==> src/rtl/uart_bridge_pkg.sv <==
// Shared types and byte codes for the UART command bridge.
// Holds the FSM state encoding and the command and reply bytes used on the wire.
package uart_bridge_pkg;

    typedef enum logic [2:0] {
        ST_IDLE,
        ST_GET_ADDR,
        ST_GET_DATA,
        ST_BUS_WR,
        ST_BUS_RD,
        ST_RD_WAIT,
        ST_SEND
    } state_t;

    localparam logic [7:0] CMD_WR = 8'h57;  // 'W'
    localparam logic [7:0] CMD_RD = 8'h52;  // 'R'
    localparam logic [7:0] RSP_OK = 8'h4B;  // 'K'
    localparam logic [7:0] RSP_ERR = 8'h3F; // '?'

    localparam int unsigned CNT_W = 24;

endpackage

==> src/rtl/uart_cmd_bridge.sv <==
// Turns byte frames from an RX FIFO ('W' addr data / 'R' addr) into register-bus
// accesses and pushes a one-byte reply ('K', read data or '?') into a TX FIFO.
module uart_cmd_bridge
    import uart_bridge_pkg::*;
#(
    parameter int unsigned TIMEOUT_CYCLES = 100000
) (
    input  logic       clk,
    input  logic       reset_n,
    input  logic       rx_empty,
    input  logic [7:0] rx_rd_data,
    output logic       rx_rd_en,
    input  logic       tx_full,
    output logic       tx_wr_en,
    output logic [7:0] tx_wr_data,
    output logic [7:0] reg_addr,
    output logic       reg_wr_en,
    output logic [7:0] reg_wr_data,
    output logic       reg_rd_en,
    input  logic [7:0] reg_rd_data,
    output logic       busy,
    output logic       frame_err
);

    localparam logic [CNT_W-1:0] TO_LAST = CNT_W'(TIMEOUT_CYCLES - 1);

    state_t             state_q, state_d;
    logic               is_rd_q, is_rd_d;
    logic [7:0]         addr_q, addr_d;
    logic [7:0]         wdata_q, wdata_d;
    logic [7:0]         reply_q, reply_d;
    logic [CNT_W-1:0]   cnt_q, cnt_d;

    logic in_frame;
    logic timeout;
    logic byte_ok;

    assign in_frame = (state_q == ST_GET_ADDR) || (state_q == ST_GET_DATA);
    assign timeout  = in_frame && (cnt_q == TO_LAST);
    // Gating with reset_n keeps the pop strobe quiet while reset is held.
    assign byte_ok  = reset_n && !rx_empty;

    // NOTE: every output and next-state value gets a default before the case so no latch is inferred.
    always_comb begin
        state_d   = state_q;
        is_rd_d   = is_rd_q;
        addr_d    = addr_q;
        wdata_d   = wdata_q;
        reply_d   = reply_q;
        rx_rd_en  = 1'b0;
        tx_wr_en  = 1'b0;
        reg_wr_en = 1'b0;
        reg_rd_en = 1'b0;
        frame_err = 1'b0;

        case (state_q)
            ST_IDLE: begin
                if (byte_ok) begin
                    rx_rd_en = 1'b1;
                    if (rx_rd_data == CMD_WR) begin
                        is_rd_d = 1'b0;
                        state_d = ST_GET_ADDR;
                    end else if (rx_rd_data == CMD_RD) begin
                        is_rd_d = 1'b1;
                        state_d = ST_GET_ADDR;
                    end else begin
                        reply_d   = RSP_ERR;
                        frame_err = 1'b1;
                        state_d   = ST_SEND;
                    end
                end
            end
            ST_GET_ADDR: begin
                // Timeout wins over a byte arriving the same cycle; that byte restarts from IDLE.
                if (timeout) begin
                    frame_err = 1'b1;
                    state_d   = ST_IDLE;
                end else if (byte_ok) begin
                    rx_rd_en = 1'b1;
                    addr_d   = rx_rd_data;
                    state_d  = is_rd_q ? ST_BUS_RD : ST_GET_DATA;
                end
            end
            ST_GET_DATA: begin
                if (timeout) begin
                    frame_err = 1'b1;
                    state_d   = ST_IDLE;
                end else if (byte_ok) begin
                    rx_rd_en = 1'b1;
                    wdata_d  = rx_rd_data;
                    state_d  = ST_BUS_WR;
                end
            end
            ST_BUS_WR: begin
                reg_wr_en = 1'b1;
                reply_d   = RSP_OK;
                state_d   = ST_SEND;
            end
            ST_BUS_RD: begin
                reg_rd_en = 1'b1;
                state_d   = ST_RD_WAIT;
            end
            ST_RD_WAIT: begin
                reply_d = reg_rd_data;
                state_d = ST_SEND;
            end
            ST_SEND: begin
                if (!tx_full) begin
                    tx_wr_en = 1'b1;
                    state_d  = ST_IDLE;
                end
            end
            default: state_d = ST_IDLE;
        endcase

        // Inter-byte timer: restarts on each byte or state change, saturates at the abort point.
        cnt_d = cnt_q;
        if (!in_frame || rx_rd_en || (state_d != state_q)) begin
            cnt_d = '0;
        end else if (rx_empty && (cnt_q != TO_LAST)) begin
            cnt_d = cnt_q + 1'b1;
        end
    end

    // NOTE: state registers use non-blocking assignments so all flops update together at the edge.
    always_ff @(posedge clk or negedge reset_n) begin
        if (!reset_n) begin
            state_q <= ST_IDLE;
            is_rd_q <= 1'b0;
            addr_q  <= 8'h00;
            wdata_q <= 8'h00;
            reply_q <= 8'h00;
            cnt_q   <= '0;
        end else begin
            state_q <= state_d;
            is_rd_q <= is_rd_d;
            addr_q  <= addr_d;
            wdata_q <= wdata_d;
            reply_q <= reply_d;
            cnt_q   <= cnt_d;
        end
    end

    assign tx_wr_data  = reply_q;
    assign reg_addr    = addr_q;
    assign reg_wr_data = wdata_q;
    assign busy        = (state_q != ST_IDLE);

endmodule

==> config.mk <==
export PLATFORM = sky130hd
export DESIGN_NAME = uart_cmd_bridge
export DESIGN_NICKNAME = d
export VERILOG_FILES = /design/src/rtl/uart_bridge_pkg.sv /design/src/rtl/uart_cmd_bridge.sv
export SDC_FILE = /design/constraint.sdc
export NUM_CORES = 1
export LEC_CHECK = 0
export CAP_MARGIN = 30
export CORE_MARGIN = 3
export CORE_UTILIZATION = 40
export CTS_CLUSTER_SIZE = 20
export DETAILED_ROUTE_END_ITERATION = 6
export PLACE_DENSITY = 0.74
export SKIP_CTS_REPAIR_TIMING = 1
export SYNTH_ARGS = -nofsm -noshare
export SYNTH_HDL_FRONTEND = slang
export SYNTH_SLANG_ARGS = --single-unit
==> constraint.sdc <==
create_clock -name clk -period 3.9 [get_ports clk]
set_input_delay 0.78 -clock clk [delete_from_list [all_inputs] [get_ports clk]]
set_output_delay 0.78 -clock clk [all_outputs]
set_load 0.03 [all_outputs]
==> impl_metrics.tcl, run 1 <==
set metrics [dict create \
    layout_min_cycle_time_ns 3.468 \
    synth_fp_nets 281 \
    final_hold_viol_count 0 \
    num_rows 29 \
    gp_congestion 0.8346 \
    slew_violations 0 \
    clk_latency_ns 0.31 \
    rsz0062_at_grt "no" \
    numCtsBuffers 5 \
    die_area_mm2 0.007886 \
    required_ns 3.12 \
    synth_seq_area_share_pct 47.45 \
    wire_per_inst_um 15.27 \
    drt-pass1-iter-count 4 \
    hpwl_mm 4.161 \
    final_common_cell "dfrtp_1" \
    worstMarginPinSlew_ns 0.6471 \
    coreArea_mm2 0.006495 \
    syn_inst 260 \
    grt_pass1_wl_mm 9.784 \
    cp-end-kind "output pin" \
    avgViaCountPerCell 5.399 \
    power.internal_uw 1275 \
    drt_wl_total_mm 5.896 \
    synthTopCellsByArea "dfrtp_1 47%, mux2_4 8.8%, nor2_1 5.1%" \
    hold_slack_ns 0.5168 \
    finalSetupTns_ns 0 \
    globalRoute.totalOverflow 0 \
    synthDistinctLibCells 46 \
    grt_max_degree 55 \
    diodes 0 \
    power_frac_comb_pct 47.6 \
    max_freq_mhz 288.4 \
    cts_tree "yes" \
    pwr-share-clk_pct 14.3 \
    synth_flop_cell "dfrtp_1" \
    grtUsageTotal_pct 15.89 \
    yosys.area.top_type "dfrtp_1" \
    dieHeight_um 88.81 \
    register_area_mm2 0.001301 \
    layout_common_cells "52 x dfrtp_1, 47 x clkdlybuf4s50_1, 37 x nor2_1, 16 x mux2_4, 14 x xor2_1" \
    startpoint_type "register" \
    cts_root_buf "clkbuf_8" \
    io_pins 50 \
    portBuffers 49 \
    cts.sink_count 52 \
    antenna_found_initial 0 \
    leakagePower_uw 0.001462 \
    crit_fanout 7 \
    synthesis.area_mm2 0.002743 \
    cp_slowest_cell "clkdlybuf4s50_1" \
    drv_cap 0 \
    cts_max_level 2 \
    finalClockSkew_ns 0.004741 \
    yosys_warnings 0 \
    synth_edf_count 0 \
    drc 0 \
    vias 2084 \
    area_growth_pct 22.35 \
    setup_violations 0 \
    nNetsFinal 329 \
    multiInputGateArea_mm2 0.001346 \
    synth_seq_cells 52 \
    fill_cells 604 \
    layout-drive-gt1-share_pct 11.33 \
    drtAntennaViolNets 0 \
    postSynthAreaPerCell_um2 10.55 \
    clock_path_buffers 2 \
    vdd_drop_max_mv 0.4280 \
    slowest_delay_ns 0.59 \
    clk_pin_slew_ns 0.09 \
    grt_pass1_vias 2076 \
    cp_cell_sequence "nor4bb_1 > nand3_1 > nor4_1 > maj3_1 > nor2_1 > clkdlybuf4s50_1" \
    fp.dieW_um 88.81 \
    post-route-period-util_pct 88.91 \
    switching_share_pct 40.21 \
    power_frac_seq_pct 38.1 \
    switchingPower_uw 857.6 \
    start_util_pct 42.23 \
    hp-class "reg2reg" \
    worst-endpoint-arrival_ns 2.69 \
    power_density_mw_per_mm2 635.6 \
    synth_async_sr_flop_share_pct 100.0 \
    synth_top_area_share_pct 47.45 \
    first_iter_violations 106 \
    crit_type "reg2out" \
    slew_headroom_pct 56.86 \
    outcome "finished, final reports clean" \
    finish.utilization_pct 51.67 \
]
## registers in the layout (all words and copies together) (netlist names)
signal / cells
cnt_q: 24
is_rd_q: 1
reg_addr: 8
reg_wr_data: 8
state_q: 3
tx_wr_data: 8
## area by class of cell
| type | count | share of cell area, % |
|---|---|---|
| inverter | 5 | 0.5593 |
| clock inverter | 3 | 0.5593 |
| tap | 77 | 2.871 |
| multi-input combinational | 192 | 40.12 |
| sequential | 52 | 38.78 |
| timing repair buffer | 52 | 15.06 |
| clock buffer | 5 | 2.051 |
## cells by family (layout without fill, tap and decap cells)
kind of cell | count (synthesis) | count (layout) | synth area share (%)
simple gates | 114 | 114 | 23.40
flops | 52 | 52 | 47.45
compound gates | 37 | 37 | 8.714
xor+xnor | 22 | 22 | 7.026
mux | 17 | 17 | 9.124
buf+inv | 16 | 65 | 3.467
fa+ha+maj | 2 | 2 | 0.8211
## worst paths after layout
path,depth (start not counted),end,slack [ns],from
max reg2reg,5,reg_addr[5],1.66,cnt_q[8]
min,1,reg_wr_data[6],0.52,reg_wr_data[6]
max,6,rx_rd_en,0.43,cnt_q[15]
max in group asynchronous,2,reg_wr_data[5],2.84,reset_n
min reg2reg,1,reg_wr_data[6],0.52,reg_wr_data[6]
min in group asynchronous,2,cnt_q[22],0.63,reset_n
## metrics by stage
step	setup WS [ns]	cell area, um2	cells	power (uW)
after floorplan	1.098	2743	260	1464
after global placement	0.5813	3268	378	1833
after detailed placement	0.5648	3268	378	1846
after CTS	0.4096	3356	386	2155
after global routing	0.2549	3356	386	2269
final	0.4324	3356	386	2133
## metal layers
| metal | track usage (%) | vias to the layer above | wire length, um |
|---|---|---|---|
| met5 | 0 | - | 0 |
| met4 | 6.181 | 0 | 109 |
| met3 | 2.793 | 9 | 222 |
| met2 | 24.83 | 42 | 2749 |
| met1 | 21.97 | 1006 | 2814 |
| li1 | - | 1027 | - |
## cells in the mapped netlist (all sizes together) (2+ instances only)
master	count
nand2	11
a21oi	4
xor2	14
and3	8
o22ai	4
o21ai	15
nor4	3
nor2b	4
nand4	10
nand3	11
dfrtp	52
nor2	38
buf	4
clkbuf	7
nor4bb	2
nor3	3
or3	5
a211oi	2
xnor2	8
and4	7
and2	4
inv	5
mux2	16
nor3b	2
o31a	4
## power by group through the flow
stage / sequential (uW) / clock, uW / combinational [uW]
2_1_floorplan: 998 / 0 / 466
3_3_place_gp: 820 / 0 / 1010
3_5_place_dp: 823 / 0 / 1020
4_1_cts: 813 / 315 / 1030
5_1_grt: 838 / 335 / 1100
6_report: 813 / 305 / 1020
## critical path: cells and delay by family (launching register included)
kind	cells	cell delay [ns]
simple gates	4	1.06
buf+inv	1	0.59
fa+ha+maj	1	0.24
flops	1	0.48
Note: power is estimated with default switching activity, not from simulation.
==> run 2, diff against run 1 <==
- CTS_BUF_LIST: unset -> sky130_fd_sc_hd__clkbuf_4 sky130_fd_sc_hd__clkbuf_8
- clock period: 3.9 -> 4.45 ns (I/O delays scaled with it)
==> impl_metrics.tcl, run 2 (same netlist as run 1, synthesis figures left out) <==
set metrics [dict create \
    reg2regPathDepth 5 \
    final_hold_viol_count 0 \
    post-route-period-util_pct 82.96 \
    first_iter_violations 124 \
    rsz0062_at_grt "no" \
    place_inst 378 \
    drtAntennaViolNets 0 \
    power_density_mw_per_mm2 570.8 \
    grt_use_met3_pct 3.166 \
    num_rows 29 \
    drt-pass1-iter-count 4 \
    clk_pin_slew_ns 0.09 \
    hpwl_mm 4.084 \
    holdPathStages 1 \
    holdPathEnd "reg_addr[4]" \
    grt_max_degree 55 \
    crit_type "in2out" \
    clk_latency_ns 0.31 \
    fin_ws_ns 0.7585 \
    drc 0 \
    largest_reg_flops 24 \
    worst-endpoint-arrival_ns 2.80 \
    busiest_layer "met2" \
    vias 2087 \
    gp_congestion 0.8102 \
    startpoint_type "input pin" \
    finalNonFillerCells 386 \
    required_ns 3.56 \
    drv_cap 0 \
    outcome "finished, final reports clean" \
    clock_path_buffers 2 \
    timing.rr.end "reg_addr[5]" \
    numCtsBuffers 5 \
    cts.sink_count 52 \
    grtUsageTotal_pct 15.39 \
    cts_tree "yes" \
    leakagePower_uw 0.001476 \
    layout_common_cells "52 x dfrtp_1, 47 x clkdlybuf4s50_1, 37 x nor2_1, 16 x mux2_4, 14 x xor2_1" \
    grt_use_met2_pct 23.95 \
    coreArea_mm2 0.006495 \
    portBuffers 49 \
    vdd_drop_max_mv 0.3618 \
    crit_fanout 11 \
    cts_max_level 2 \
    pre_cts_slack_ns 0.7872 \
    layout_min_cycle_time_ns 3.692 \
    finalClockSkew_ns 0.009961 \
    worst-r2r-setup-slack_ns 2.23 \
    antenna_found_initial 0 \
    final_common_cell "dfrtp_1" \
    start_util_pct 42.23 \
    io_pins 50 \
    nNetsFinal 329 \
    cts_root_buf "clkbuf_8" \
    layout-drive-gt1-share_pct 11.33 \
    hp-class "reg2reg" \
    grt_util_met1_pct 21.40 \
    regMostFlops "cnt_q" \
    finalSetupTns_ns 0 \
    drt_wl_total_mm 5.790 \
    avgViaCountPerCell 5.407 \
    globalRoute.totalOverflow 0 \
    cp-end-kind "output pin" \
    grt_pass1_vias 2000 \
    wire_per_inst_um 15.00 \
    worstHoldStart "reg_addr[4]" \
    slew_violations 0 \
    max_freq_mhz 270.9 \
    slew_headroom_pct 52.98 \
    grt_pass1_wl_mm 9.487 \
    diodes 0 \
    area_growth_pct 23.59 \
    r2r_start "cnt_q[8]" \
    worstMarginPinSlew_ns 0.6959 \
    fill_cells 575 \
    die_area_mm2 0.007886 \
    setup_violations 0 \
    fp.dieW_um 88.81 \
    dieHeight_um 88.81 \
]
run 2: area by class of cell:
type | count | area [um2] | area share (%)
clock inverter | 2 | 38.79 | 1.144
inverter | 5 | 18.77 | 0.5537
multi-input combinational | 192 | 1346 | 39.72
timing repair buffer | 52 | 505.5 | 14.91
sequential | 52 | 1301 | 38.39
clock buffer | 6 | 82.58 | 2.436
tap | 77 | 96.34 | 2.842
run 2: worst max path at each step:
stage,from,to,slack [ns],cells after the start
6_report,rx_rd_data[4],frame_err,0.76,6
5_1_grt,rx_rd_data[4],frame_err,0.68,6
4_1_cts,rx_rd_data[4],frame_err,0.77,6
3_5_place_dp,rx_rd_data[4],frame_err,0.79,6
3_3_place_gp,rx_empty,rx_rd_en,0.91,4
2_1_floorplan,rx_empty,frame_err,1.43,4
run 2: critical path, stage by stage:
cell and delay (ns):
clkdlybuf4s50_1 0.52, nor4bb_1 0.65, a311oi_1 0.20, buf_4 0.23
a21o_1 0.15, buf_4 0.16
run 2: metrics by stage:
step / util (%) / hold slack, ns / total power, uW / cell area [um2]
6_report: 52.19 / 0.5153 / 1935 / 3390
5_1_grt: 52.19 / 0.5293 / 2054 / 3390
3_3_place_gp: 50.32 / 0.4918 / 1607 / 3268
2_1_floorplan: - / 0.5043 / 1283 / 2743
4_1_cts: 52.19 / 0.5199 / 1955 / 3390
3_5_place_dp: 50.32 / 0.4954 / 1614 / 3268
run 2: where the power goes:
part / internal [uW] / total (uW) / switching, uW
registers: 593 / 711 / 118
logic: 415 / 889 / 474
clock network: 184 / 335 / 151
total: 1190 / 1930 / 743
run 2: metal layers:
metal,vias to the layer above,share of wire [%]
li1,1033,-
met1,1006,48
met2,42,47
met3,6,3.6
met4,0,1.2
met5,-,0
==> run 3, diff against run 2 <==
- PLACE_DENSITY: 0.74 -> 0.76
- clock period: 4.45 -> 3.2 ns (I/O delays scaled with it)
==> impl_metrics.tcl, run 3 (same netlist as run 1, synthesis figures left out) <==
set metrics [dict create \
    cts_max_level 2 \
    layout_common_cells "52 x dfrtp_1, 46 x clkdlybuf4s50_1, 37 x nor2_1, 16 x mux2_4, 14 x xor2_1" \
    power_frac_seq_pct 37.0 \
    final_common_cell "dfrtp_1" \
    setup_violations 0 \
    crit_type "reg2out" \
    nNetsFinal 331 \
    cp-end-kind "output pin" \
    diodes 0 \
    drc 0 \
    worst-endpoint-arrival_ns 2.28 \
    slew_headroom_pct 54.44 \
    globalRoute.totalOverflow 0 \
    worstMarginPinSlew_ns 0.6833 \
    layout_min_cycle_time_ns 2.916 \
    avgViaCountPerCell 5.541 \
    vias 2150 \
    dieHeight_um 88.81 \
    numCtsBuffers 5 \
    antenna_found_initial 0 \
    largest_reg_flops 24 \
    wire_per_inst_um 15.47 \
    gp_congestion 0.8101 \
    post-route-period-util_pct 91.13 \
    vdd_drop_max_mv 0.4165 \
    drt_wl_total_mm 6.001 \
    start_util_pct 42.23 \
    die_area_mm2 0.007886 \
    cts_tree "yes" \
    switchingPower_uw 1066 \
    portBuffers 49 \
    finalNonFillerCells 388 \
    final_hold_viol_count 0 \
    hp-class "in2async" \
    cts.sink_count 52 \
    layout-drive-gt1-share_pct 12.22 \
    fp.dieW_um 88.81 \
    finalSetupTns_ns 0 \
    startpoint_type "register" \
    drtAntennaViolNets 0 \
    regMostFlops "cnt_q" \
    rsz0062_at_grt "no" \
    outcome "finished, final reports clean" \
    drv_cap 0 \
    grt_max_degree 55 \
    clk_latency_ns 0.31 \
    cts_root_buf "clkbuf_8" \
    num_rows 29 \
    area_growth_pct 23.08 \
    switching_share_pct 40.43 \
    coreArea_mm2 0.006495 \
    first_iter_violations 80 \
    power_density_mw_per_mm2 780.8 \
    io_pins 50 \
    hpwl_mm 4.235 \
    grt_pass1_wl_mm 10.12 \
    finalClockSkew_ns 0.006098 \
    max_freq_mhz 342.9 \
    grtUsageTotal_pct 16.50 \
    leakagePower_uw 0.001475 \
    slew_violations 0 \
    clock_path_buffers 2 \
    required_ns 2.56 \
    drt-pass1-iter-count 4 \
    place_inst 380 \
    crit_fanout 5 \
    pwr-share-clk_pct 15.2 \
    clk_pin_slew_ns 0.10 \
    power.internal_uw 1570 \
    grt_pass1_vias 2139 \
    power_frac_comb_pct 47.8 \
    finalPower_uw 2636 \
]
run 3: changes by cell type in the layout (fill, tap and decap cells not counted), sizes merged:
cell / delta
buf: +3
bufinv: -1
clkbuf: -1
clkdlybuf4s50: -1
inv: +2
run 3: layer usage:
metal  GRT usage, %  vias up  wire length, um
li1               -     1033                -
met1          22.96     1056             2858
met2          24.90       52             2735
met3          3.818        9              300
met4          6.456        0              106
met5              0        -                0
run 3: power by group through the flow:
| stage | Sequential, uW | Combinational, uW | Clock (uW) |
|---|---|---|---|
| 6_report | 974 | 1260 | 401 |
| 5_1_grt | 999 | 1360 | 446 |
| 4_1_cts | 976 | 1280 | 415 |
| 3_5_place_dp | 990 | 1270 | 0 |
| 3_3_place_gp | 983 | 1250 | 0 |
| 2_1_floorplan | 1220 | 568 | 0 |
run 3: final cells by class:
class | count | area (um2)
multi-input combinational | 192 | 1346
inverter | 5 | 18.77
tap | 77 | 96.34
timing repair buffer | 54 | 518.0
fill | 583 | 3119
clock buffer | 5 | 68.82
clock inverter | 3 | 26.28
sequential | 52 | 1301
run 3: path summary, 6_finish.rpt:
kind / endpoint / slack, ns / from / cells past startpoint
min in group clk: reg_wr_data[4] / 0.52 / reg_wr_data[4] / 1
min: tx_wr_data[3] / 0.50 / reset_n / 2
min reg2reg: reg_wr_data[4] / 0.52 / reg_wr_data[4] / 1
max: rx_rd_en / 0.28 / cnt_q[18] / 6
max reg2reg: reg_addr[6] / 0.98 / cnt_q[8] / 5
max in group asynchronous: reg_wr_data[2] / 2.26 / reset_n / 2
run 3: critical path: stages, from the launching register on:
cell	delay, ns
dfrtp_1	0.44
nor4_1	0.33
nand3_1	0.34
nor4_1	0.41
maj3_1	0.23
nor2_1	0.05
buf_4	0.17
run 3: per-stage QoR:
step	util (%)	hold WS [ns]	worst slack (ns)	instance area, um2
finish	51.97	0.5021	0.2838	3376
global route	51.97	0.5391	0.1488	3376
CTS	51.97	0.5135	0.2556	3376
detailed placement	50.51	0.4963	0.3841	3281
global placement	50.51	0.4970	0.4296	3281
floorplan	-	0.3444	0.6776	2743
==> patch 1, RTL diff (settings of run 2) <==
`addr_q` and `wdata_q` no longer have a reset.
--- a/src/rtl/uart_cmd_bridge.sv
+++ b/src/rtl/uart_cmd_bridge.sv
@@ -128,6 +128,4 @@
             state_q <= ST_IDLE;
             is_rd_q <= 1'b0;
-            addr_q  <= 8'h00;
-            wdata_q <= 8'h00;
             reply_q <= 8'h00;
             cnt_q   <= '0;
@@ -135,9 +133,12 @@
             state_q <= state_d;
             is_rd_q <= is_rd_d;
-            addr_q  <= addr_d;
-            wdata_q <= wdata_d;
             reply_q <= reply_d;
             cnt_q   <= cnt_d;
         end
+    end
+
+    always_ff @(posedge clk) begin
+        addr_q  <= addr_d;
+        wdata_q <= wdata_d;
     end
 
Behaviour: differs if reset_n is asserted again (counterexample within 4 cycles, from zero or initial values and one cycle with reset_n low); with reset_n held inactive, the same outputs for 10 cycles.
==> patch 1 against run 2 <==
Clock skew down 0.0029 ns; cell area decreased by 4.6%; clock power fell by 4%; sequential cell count stayed put; global-route usage fell by 0.41 points; non-clock buffer count is 1 higher; count of clock-buffer cells in the layout fell by 1; die area down 6.2%; synthesized area decreased by 6.6%; power fell by 14%; worst setup slack improved by 0.18 ns; combinational power is 22% lower; wire length down 11%; critical endpoint is now rx_rd_en.
==> patch 1: results (changes against run 2) <==
| Metric | Value |
|---|---|
| Worst R2R Start | cnt_q[9] (was cnt_q[8]) |
| Sequential cell area | 1380 sq um (was 1300 sq um) |
| EDFF count, synth | 16 (was 0) |
| Post-Synth Adder-Cell Area | 0.879% (was 0.821%) |
| Fillers | 527 (was 575) |
| GP Congestion | 0.825 (was 0.810) |
| Via count | 1927 (was 2087) |
| Reg2reg path depth | 6 (was 5) |
| Status | completed (unchanged) |
| Total Nets Final | 298 (was 329) |
| Max IR drop VDD | 0.000323 V (was 0.000362 V) |
| Final min period | 3.52 ns (was 3.69 ns) |
| CP Capture Point | rx_rd_en (was frame_err) |
| Bufs w/o clock | 53 (was 52) |
| Sequential area share after synthesis | 53.9% (was 47.4%) |
| XOR/XNOR Fraction of Synth Area | 8.94% (was 7.03%) |
| Worst Tran Pin Value | 0.778 ns (was 0.696 ns) |
| Worst Hold End | cnt_q[23] (was reg_addr[4]) |
| Signal inverters | 3 (was 5) |
| Worst r2r dst | cnt_q[7] (was reg_addr[5]) |
| Routed WL | 5150 microns (was 5790 microns) |
| Post-Syn Instances | 226 (was 260) |
| Fraction of area in multi-input gates | 34.7% (was 39.7%) |
| Post-synth top cells | dfrtp_1 (36), nor2_1 (27), edfxtp_1 (16), xor2_1 (16), nand2_1 (15) (was dfrtp_1 (52), nor2_1 (37), mux2_4 (16)) |
| Post-synthesis mux area share | 0.782% (was 9.12%) |
| Synthesized Nets | 247 (was 281) |
| Worst Hold Margin | 0.556 ns (was 0.515 ns) |
| Non-Filler Instances | 353 (was 386) |
| DR pass1 iterations | 5 (was 4) |
| Synth top area cells | dfrtp_1 (35%), edfxtp_1 (19%), xor2_1 (5.5%) (was dfrtp_1 (47%), mux2_4 (8.8%), nor2_1 (5.1%)) |
| Clkbuf count | 5 (was 6) |
| Pleak | 1.18 nW (was 1.48 nW) |
| DR iter-0 viols | 77 (was 124) |
| Worst-case clock skew | 0.00708 ns (was 0.00996 ns) |
| Synth top area share | 35.2% (was 47.4%) |
| Share of layout cells above drive strength 1 | 11.2% (was 11.3%) |
| Synth unique cells | 49 (was 46) |
| Post-detail-place hpwl | 3710 microns (was 4080 microns) |
| Global-route wire length before repair | 8970 microns (was 9490 microns) |
| Hold path startpoint | cnt_q[23] (was reg_addr[4]) |
| Synth Area in Compound Gates | 10.7% (was 8.71%) |
| Hold depth | 2 (was 1) |
| Top fanout value on the critical path | 7 (was 11) |
| Reg2reg setup slack | 1.94 ns (was 2.23 ns) |
| Layout non-clock buf frac | 15.9% (was 14.9%) |
| Root Driver | clkbuf_8 (unchanged) |
| CP startpoint | rx_empty (was rx_rd_data[4]) |
| Multi-input logic cell count | 162 (was 192) |
| Largest net degree at the start of global routing | 38 (was 55) |
## patch 1: metal layers
layer  wire [microns]  share of wire, %  GRT usage, %
met5                0                 0             0
met4               51              0.99          3.45
met3              325               6.3          3.36
met2             2430                47          23.8
met1             2350                46          20.9
## patch 1: cell families after synthesis
kind of cell | after synthesis
AOI/OAI and AO/OA | 31
and+or+nand+nor | 103
buffers and inverters | 12
muxes | 2
DFF | 52
xor gates and xnor gates | 24
adders and majority gates | 2
## patch 1: worst max-delay path: stages
cell and delay (ns):
clkdlybuf4s50_1 0.51, nand2b_1 0.24, nor3_1 0.27, clkdlybuf4s50_1 0.72
## patch 1: where the power goes
group          internal (W)  switching [W]  total (W)
logic              0.000287       0.000405   0.000692
clock network      0.000167       0.000155   0.000321
registers          0.000559      0.0000858   0.000644
total               0.00101       0.000646    0.00166
## patch 1: metrics by stage
stage,worst slack (ns),instance area (sq um)
after floorplan,1.49,2560
after global placement,1.00,3120
after detailed placement,0.979,3120
after CTS,0.971,3230
after global routing,0.839,3230
final,0.934,3230
==> patch 2, RTL diff (settings of run 2) <==
Without the edit above. The package constant `CNT_W` goes from 24 to 28.
--- a/src/rtl/uart_bridge_pkg.sv
+++ b/src/rtl/uart_bridge_pkg.sv
@@ -18,5 +18,5 @@
     localparam logic [7:0] RSP_ERR = 8'h3F; // '?'
 
-    localparam int unsigned CNT_W = 24;
+    localparam int unsigned CNT_W = 28;
 
 endpackage
Function: same outputs for any inputs over 10 cycles, from zero or initial values and one cycle with reset_n low; that may be too few to reach the edited logic, so the function may still have changed.
==> patch 2 against run 2 <==
Worst setup slack lost 0.12 ns; via count grew 19%; synthesized area grew 10%; cell area grew 9.7%; sequential cell count grew 4; power grew 1.1%; die area grew 9.4%; wire length grew 14%; critical endpoint unchanged; largest cell class unchanged; largest power group unchanged; highest routed layer unchanged.
==> patch 2: results (changes against run 2) <==
| Metric | Value |
|---|---|
| H-tree levels | 2 (unchanged) |
| Cells after DPL | 437 (was 378) |
| Status | completed (unchanged) |
| DR iter-0 viols | 184 (was 124) |
| Top fanout value on the critical path | 6 (was 11) |
| Total Nets Final | 366 (was 329) |
| Share of layout cells above drive strength 1 | 13.3% (was 11.3%) |
| Sequential area share after synthesis | 46.4% (was 47.4%) |
| Hold depth | 1 (unchanged) |
| Crit path DAT | 2.92 ns (was 2.80 ns) |
| Pleak | 1.43 nW (was 1.48 nW) |
| GP Congestion | 0.913 (was 0.810) |
| Vias per inst | 5.56 (was 5.41) |
| Largest net degree at the start of global routing | 59 (was 55) |
| Max IR drop VDD | 0.000335 V (was 0.000362 V) |
| Worst slack at placement | 0.635 ns (was 0.787 ns) |
| GRT Resource Usage Total | 15.7% (was 15.4%) |
| Routed WL | 6630 microns (was 5790 microns) |
| Vias in the first global route | 2387 (was 2000) |
| Worst Tran Pin Value | 0.710 ns (was 0.696 ns) |
| Avg WL per Cell | 14.9 microns (was 15.0 microns) |
| Global-route wire length before repair | 11300 microns (was 9490 microns) |
| Max FFs per register | 28 (was 24) |
| Fillers | 690 (was 575) |
| Post-Syn Instances | 301 (was 260) |
| Synthesized Nets | 322 (was 281) |
| Post-detail-place hpwl | 4710 microns (was 4080 microns) |
| Synth unique cells | 51 (was 46) |
| Synth top area cells | dfrtp_1 (46%), mux2_2 (6.3%), nor2_1 (2.7%) (was dfrtp_1 (47%), mux2_4 (8.8%), nor2_1 (5.1%)) |
| Post-synth top cells | dfrtp_1 (56), nor2_1 (22), mux2_2 (17) (was dfrtp_1 (52), nor2_1 (37), mux2_4 (16)) |
| Worst-case clock skew | 0.00667 ns (was 0.00996 ns) |
==> patch 2: changes by cell type after synthesis, moves of 6 or more <==
cell and delta:
o21ai_0 +6, o21ai_1 -6, mux2_4 -16, xor2_1 -7, o31ai_1 +7, mux2_2 +17, buf_2 +6, a21oi_1 +12
nor2_1 -15, or4_1 +7
==> patch 2: where the power goes <==
group	switching [W]	total [W]	internal [W]	leakage (nW)
registers	0.0000969	0.000713	0.000616	0.732
logic	0.000498	0.000882	0.000385	0.633
clock network	0.000162	0.000361	0.000199	0.0645
total	0.000757	0.00196	0.00120	1.43
==> patch 2: worst paths after layout <==
kind / startpoint / slack (ns) / endpoint
worst max-delay path: rx_empty / 0.64 / frame_err
worst min-delay path: reg_wr_data[1] / 0.51 / reg_wr_data[1]
worst max register to register: cnt_q[8] / 2.21 / cnt_q[15]
worst min register to register: reg_wr_data[1] / 0.51 / reg_wr_data[1]
max in group asynchronous: reset_n / 3.24 / cnt_q[3]
min in group asynchronous: reset_n / 0.74 / tx_wr_data[6]
==> patch 2: critical path: stages <==
cell,delay [ns]
clkdlybuf4s50_1,0.41
or3b_1,0.49
a311oi_4,0.31
or2_2,0.16
clkdlybuf4s50_1,0.66
==> patch 2: cell type report <==
cell class / count / area share [%]
Timing Repair Buffer: 54 / 14.3
Sequential cell: 56 / 37.7
Clock inverter: 1 / 0.808
Tap cell: 99 / 3.33
Inverter: 6 / 0.606
Clock buffer: 7 / 2.59
Multi-Input combinational cell: 222 / 40.7
==> patch 2: layer usage <==
| layer | vias up | GRT usage, % | wire length [microns] |
|---|---|---|---|
| li1 | 1218 | - | - |
| met1 | 1194 | 22.5 | 3160 |
| met2 | 53 | 24.8 | 3140 |
| met3 | 10 | 2.60 | 254 |
| met4 | 0 | 3.79 | 76 |
| met5 | - | 0 | 0 |
==> patch 2: kinds of logic (layout without fill, tap and decap cells) <==
family                   count (synthesis)  in the layout  synth area share (%)
flip-flops                              56             56                  46.4
AND/OR/NAND/NOR                        121            121                  23.2
adder cells (fa/ha/maj)                  1              1                 0.414
multiplexers                            18             18                  6.67
buffers and inverters                   23             68                  3.44
AO/OA/AOI/OAI                           70             70                  16.3
XOR/XNOR                                12             12                  3.48
==> patch 2: per-stage QoR <==
stage	total power, W	cell area (sq um)
global route	0.00206	3720
floorplan	0.00127	3020
global placement	0.00158	3580
finish	0.00196	3720
detailed placement	0.00160	3590
CTS	0.00196	3720
